$ cat src/rtl/mux_pkg.sv
// Shared encodings and sizing helper for the N:1 stream multiplexer.
package mux_pkg;

    localparam logic MODE_FIXED = 1'b0;
    localparam logic MODE_RR    = 1'b1;

    // Select width is clog2(n), but never narrower than one bit.
    function automatic int sel_width(input int n);
        return ($clog2(n) < 1) ? 1 : $clog2(n);
    endfunction

endpackage

$ cat src/rtl/rr_arbiter_nx1.sv
// Round-robin pick: first requester at or after i_ptr, wrapping modulo N.
// Purely combinational; no state, no backpressure of its own.
module rr_arbiter_nx1 #(
    parameter int N = 4,
    parameter int W = 2
) (
    input  logic [N-1:0] i_req,
    input  logic [W-1:0] i_ptr,
    output logic [W-1:0] o_gnt_idx,
    output logic         o_gnt_vld
);

    logic [2*N-1:0] w_dbl;
    logic [W:0]     w_sum;

    // Rotating a doubled copy puts the search start at bit 0; the lowest
    // set bit is then the offset from i_ptr.
    always_comb begin
        w_dbl     = {i_req, i_req} >> i_ptr;
        w_sum     = '0;
        o_gnt_vld = 1'b0;
        for (int k = N - 1; k >= 0; k--) begin
            if (w_dbl[k]) begin
                w_sum     = {1'b0, i_ptr} + (W+1)'(k);
                o_gnt_vld = 1'b1;
            end
        end
        if (w_sum >= (W+1)'(N))
            w_sum = w_sum - (W+1)'(N);
        o_gnt_idx = w_sum[W-1:0];
    end

endmodule

$ cat src/rtl/mux_nx1_stream.sv
// N:1 valid/ready stream mux, fixed-select or round-robin, 1-cycle registered output.
// Holds the output beat and drops every xin_ready while xout_ready is low.
module mux_nx1_stream
    import mux_pkg::*;
#(
    parameter int              bits        = 4,
    parameter int              chans       = 4,
    parameter logic [bits-1:0] DEFAULT_VAL = '0,
    localparam int             sel_w       = sel_width(chans)
) (
    input  logic                  clk,
    input  logic                  rst,
    input  logic                  mode,
    input  logic [sel_w-1:0]      sel,
    input  logic                  sel_load,
    input  logic [chans*bits-1:0] xin,
    input  logic [chans-1:0]      xin_valid,
    output logic [chans-1:0]      xin_ready,
    output logic [bits-1:0]       xout,
    output logic                  xout_valid,
    input  logic                  xout_ready,
    output logic [sel_w-1:0]      cur_sel,
    output logic                  sel_err
);

    logic [sel_w-1:0] r_act_sel;
    logic [sel_w-1:0] r_rr_ptr;
    logic             r_sel_err;
    logic [bits-1:0]  r_xout;
    logic             r_xout_vld;

    logic [sel_w-1:0] w_rr_idx;
    logic             w_rr_vld;
    logic [sel_w-1:0] w_gnt_idx;
    logic             w_gnt_vld;
    logic             w_slot_free;
    logic             w_xfer;
    logic [bits-1:0]  w_gnt_dat;
    logic             w_sel_ok;

    rr_arbiter_nx1 #(
        .N (chans),
        .W (sel_w)
    ) u_rr (
        .i_req     (xin_valid),
        .i_ptr     (r_rr_ptr),
        .o_gnt_idx (w_rr_idx),
        .o_gnt_vld (w_rr_vld)
    );

    assign w_slot_free = !r_xout_vld || xout_ready;
    assign w_gnt_idx   = (mode == MODE_RR) ? w_rr_idx : r_act_sel;
    assign w_gnt_vld   = (mode == MODE_RR) ? w_rr_vld : xin_valid[r_act_sel];
    // Ready is forced low during reset even though the comb path would grant.
    assign w_xfer      = w_gnt_vld && w_slot_free && !rst;
    assign w_sel_ok    = ({1'b0, sel} < (sel_w+1)'(chans));

    always_comb begin
        w_gnt_dat = '0;
        xin_ready = '0;
        for (int i = 0; i < chans; i++) begin
            if (w_gnt_idx == sel_w'(i)) begin
                w_gnt_dat    = xin[i*bits +: bits];
                xin_ready[i] = w_xfer;
            end
        end
    end

    always_ff @(posedge clk or posedge rst) begin
        if (rst) begin
            r_xout     <= DEFAULT_VAL;
            r_xout_vld <= 1'b0;
            r_act_sel  <= '0;
            r_rr_ptr   <= '0;
            r_sel_err  <= 1'b0;
        end else begin
            if (w_xfer) begin
                r_xout     <= w_gnt_dat;
                r_xout_vld <= 1'b1;
            end else if (xout_ready) begin
                r_xout     <= DEFAULT_VAL;
                r_xout_vld <= 1'b0;
            end

            if (w_xfer && mode == MODE_RR)
                r_rr_ptr <= (w_gnt_idx == sel_w'(chans - 1)) ? '0 : w_gnt_idx + sel_w'(1);

            if (sel_load) begin
                if (w_sel_ok)
                    r_act_sel <= sel;
                else
                    r_sel_err <= 1'b1;
            end
        end
    end

    assign xout       = r_xout;
    assign xout_valid = r_xout_vld;
    assign sel_err    = r_sel_err;
    assign cur_sel    = (mode == MODE_RR) ? r_rr_ptr : r_act_sel;

endmodule
$ cat config.mk
export PLATFORM = sky130hd
export DESIGN_NAME = mux_nx1_stream
export DESIGN_NICKNAME = d
export VERILOG_FILES = /design/src/rtl/mux_pkg.sv /design/src/rtl/rr_arbiter_nx1.sv /design/src/rtl/mux_nx1_stream.sv
export SDC_FILE = /design/constraint.sdc
export NUM_CORES = 1
export LEC_CHECK = 0
export ABC_AREA = 0
export BUFFER_PORTS_ARGS = -buffer_cell sky130_fd_sc_hd__buf_2
export CAP_MARGIN = 25
export CORE_MARGIN = 4
export CORE_UTILIZATION = 46
export CTS_CLUSTER_SIZE = 8
export DETAILED_ROUTE_END_ITERATION = 7
export PLACE_DENSITY_LB_ADDON = 0.25
export SLEW_MARGIN = 30
export SYNTH_ARGS = -nofsm -noshare
export SYNTH_HDL_FRONTEND = slang
export SYNTH_SLANG_ARGS = --single-unit
$ cat constraint.sdc
create_clock -name clk -period 2.85 [get_ports clk]
set_clock_uncertainty 0.2 [all_clocks]
set_input_delay 0.285 -clock clk [delete_from_list [all_inputs] [get_ports clk]]
set_output_delay 0.285 -clock clk [all_outputs]
set_load 0.01 [all_outputs]
==> results.md <==
* Clock input transition at the sequential cells of the worst setup and hold paths at 60 ps
* Root Buffer: clkbuf_4
* Setup-failing EPs final at 0
* Netlist cell types at 37
* Sequential fraction of the synthesis area at a little over a quarter
* Leak at 0.527 nW
* Num CTS Buffers at 3
* Hold Crit Class: primary input to register
* Synthesized instance count at between 90 and 100
* Pin count of the biggest net entering global routing at 13
* Fin crit period at approximately 2700 ps
* Peak VDD IR at 0.359 mV
* Count of flip-flops with a built-in enable after synthesis at 0
* Leading cell type in the layout, fill and taps excluded: buf_2
* Arrival time worst endpoint at between 2000 and 2500 ps
* I/O pin count at 39
* Top cells by area, synth: dfrtp_1, ha_1, nand2_1, o211ai_1, nand2b_1
* Starting density of the core at 48.9%
* Synth Area per Inst at 8.80 um2
* RSZ-0062 raised after global routing: false
* Setup TNS at 0 ps
* Fillers at 157
* Final Wtd Congestion at 0.912
* Routed Antenna Nets at 0
* First-pass GRT wire length at 3470 um
* CP max stage delay at 470 ps
* CP endpoint kind: primary output
* Number of instances in the placed design at 154
* Clock sinks at 9
* Share of cells above drive strength 1 at 44.5%
* Most frequent cells in the layout: buf_2, nand2_1, nand2b_1, dfrtp_1, o211ai_1
* Port bufs at 37
* CTS tree: yes
* Area share of the largest cell type after synthesis at 26.4%
* Max Fclk at 373 MHz
* Setup CP Type: register to primary output
* CP Data Required Time at 2370 ps
* Antenna Cells at 0
* Die ar. at 2610 um2
* Synthesis-to-finish area growth at 33.7%
* Synth Register Bits at 9
* Core Region at roughly 1700 um2
* Max cap viols at 0
* Most used DFF post-synth: dfrtp_1
* Rows at 15
* Nets at 169
* Initial antenna violation count at 0
* GR Overflow Total at 0
* Post-Route WL at 2250 um
* Final instance count without filler cells at around 160
* Die Wd at about 51 um
* Post-synth ARST share at 100%
* Final cycle utilization of the critical path at 94.1%
* Vias per cell at around 5.6
* # DRC at 0
* Synth Warn # at 0
* WL per Instance at 13.9 um
* Die height at 51.1 um
* First-pass DRT Iterations at 4
* Crit-path slowest cell: dfrtp_2
* Critical-path cell list: nor4b_2, a31oi_1, a311oi_2, o22ai_2, ha_1, and2_2, buf_2
* Mapped Area at 853 um2
* Skew-Pair Late Insertion Delay at 260 ps
* Max Transition Viols Final at 0
* Syn nets at 128
* Clk buf depth at 2
* Initial DRC count at 35
* Vias at 908
* Leading area contributor after synthesis: dfrtp_1
* HPWL Detailed at between 1500 and 2000 um
* Final Hold Vio Count at 0
* Power Density at ~600 nW/um2
* Number of global-route vias before repair at about 790
* H-tree depth at 1
* All-Layer GR Usage at 17.6%
* Status: completed
* CP max FO at 9
* Crit start category: register
synth_stat cells (2+ instances only):
library cell,instances
mux2_2,3
ha_1,4
nand2b_1,7
o211ai_1,6
dfrtp_1,9
inv_1,4
o21ai_0,3
nor3_1,2
a21oi_1,4
mux2i_1,4
nand2_1,13
and2_2,4
o221ai_1,3
nor3b_1,2
nor2_1,4
clkbuf_1,3
nand3b_1,2
final timing paths:
kind	end	slack, ps	start	depth (start not counted)
setup / recovery	xin_ready[2]	170	r_rr_ptr[1]	7
hold reg to reg	xout[2]	340	xout[2]	2
max in group asynchronous	r_rr_ptr[1]	1780	rst	3
hold / removal	r_act_sel[0]	50	sel[0]	2
min in group asynchronous	r_act_sel[0]	380	rst	3
setup reg to reg	xout[2]	300	r_rr_ptr[1]	9
layout make-up:
cell class                 instances  area (um2)  share of cell area, %
multi-input combinational         79         626                   54.8
inverter                           4        15.0                   1.32
timing repair buffer              41         215                   18.9
clock buffer                       4        26.3                   2.30
sequential                         9         228                   20.0
tap                               25        31.3                   2.74
worst max-delay path, delay by kind of cell (launching register included):
| kind | cells | cell delay [ps] |
|---|---|---|
| DFF | 1 | 470 |
| adders and majority gates | 1 | 270 |
| AOI/OAI and AO/OA | 3 | 600 |
| buffers and inverters | 1 | 130 |
| and+or+nand+nor | 2 | 460 |
registers in the layout (all words and copies together), names as in the netlist:
| signal | flops |
|---|---|
| xout_valid | 1 |
| r_act_sel | 2 |
| xout | 4 |
| r_rr_ptr | 2 |
metrics by stage:
step	instance area [um2]	hold slack [ps]	utilization (%)	total power, mW	setup WS [ps]
3_3_place_gp	1050	116	59.9	0.511	226
2_1_floorplan	853	-87.1	-	0.427	333
6_report	1140	48.2	65.4	0.683	169
5_1_grt	1140	46.2	65.4	0.747	9.28
3_5_place_dp	1050	123	59.9	0.521	155
4_1_cts	1090	48.3	62.5	0.632	55.5
cell families (layout without fill, tap and decap cells):
kind of cell    after synthesis  after routing  synth area share (%)
mux                           8              8                  11.7
flops                         9              9                  26.4
other cells                   1              1                 0.439
compound gates               25             25                  24.3
buf+inv                       9             49                  4.54
fa+ha+maj                     4              4                  5.87
simple gates                 41             41                  26.7
layer usage:
metal / share of wire (%) / GRT usage, % / wire length [um] / vias up
li1: - / - / - / 436
met1: 41 / 22.4 / 929 / 424
met2: 52 / 29.8 / 1160 / 48
met3: 7.1 / 3.50 / 161 / 0
met4: 0 / 5.38 / 0 / 0
met5: 0 / 0 / 0 / -
what timing repair did:
| item | CTS | global route |
|---|---|---|
| setup endpoints to repair | 2 | 5 |
| endpoints found under the hold margin | 9 | 0 |
| hold buffers | 1 | 0 |
| resized for setup | 2 | 8 |
| pin swaps | 0 | 2 |
| buffers inserted | 0 | 3 |
report_power, final:
group	internal [mW]	switching, mW	total (mW)	leakage, nW
Sequential	0.163	0.0406	0.204	0.111
Combinational	0.179	0.200	0.379	0.401
Clock	0.0541	0.0464	0.100	0.0150
(Power assumes the default switching activity.)
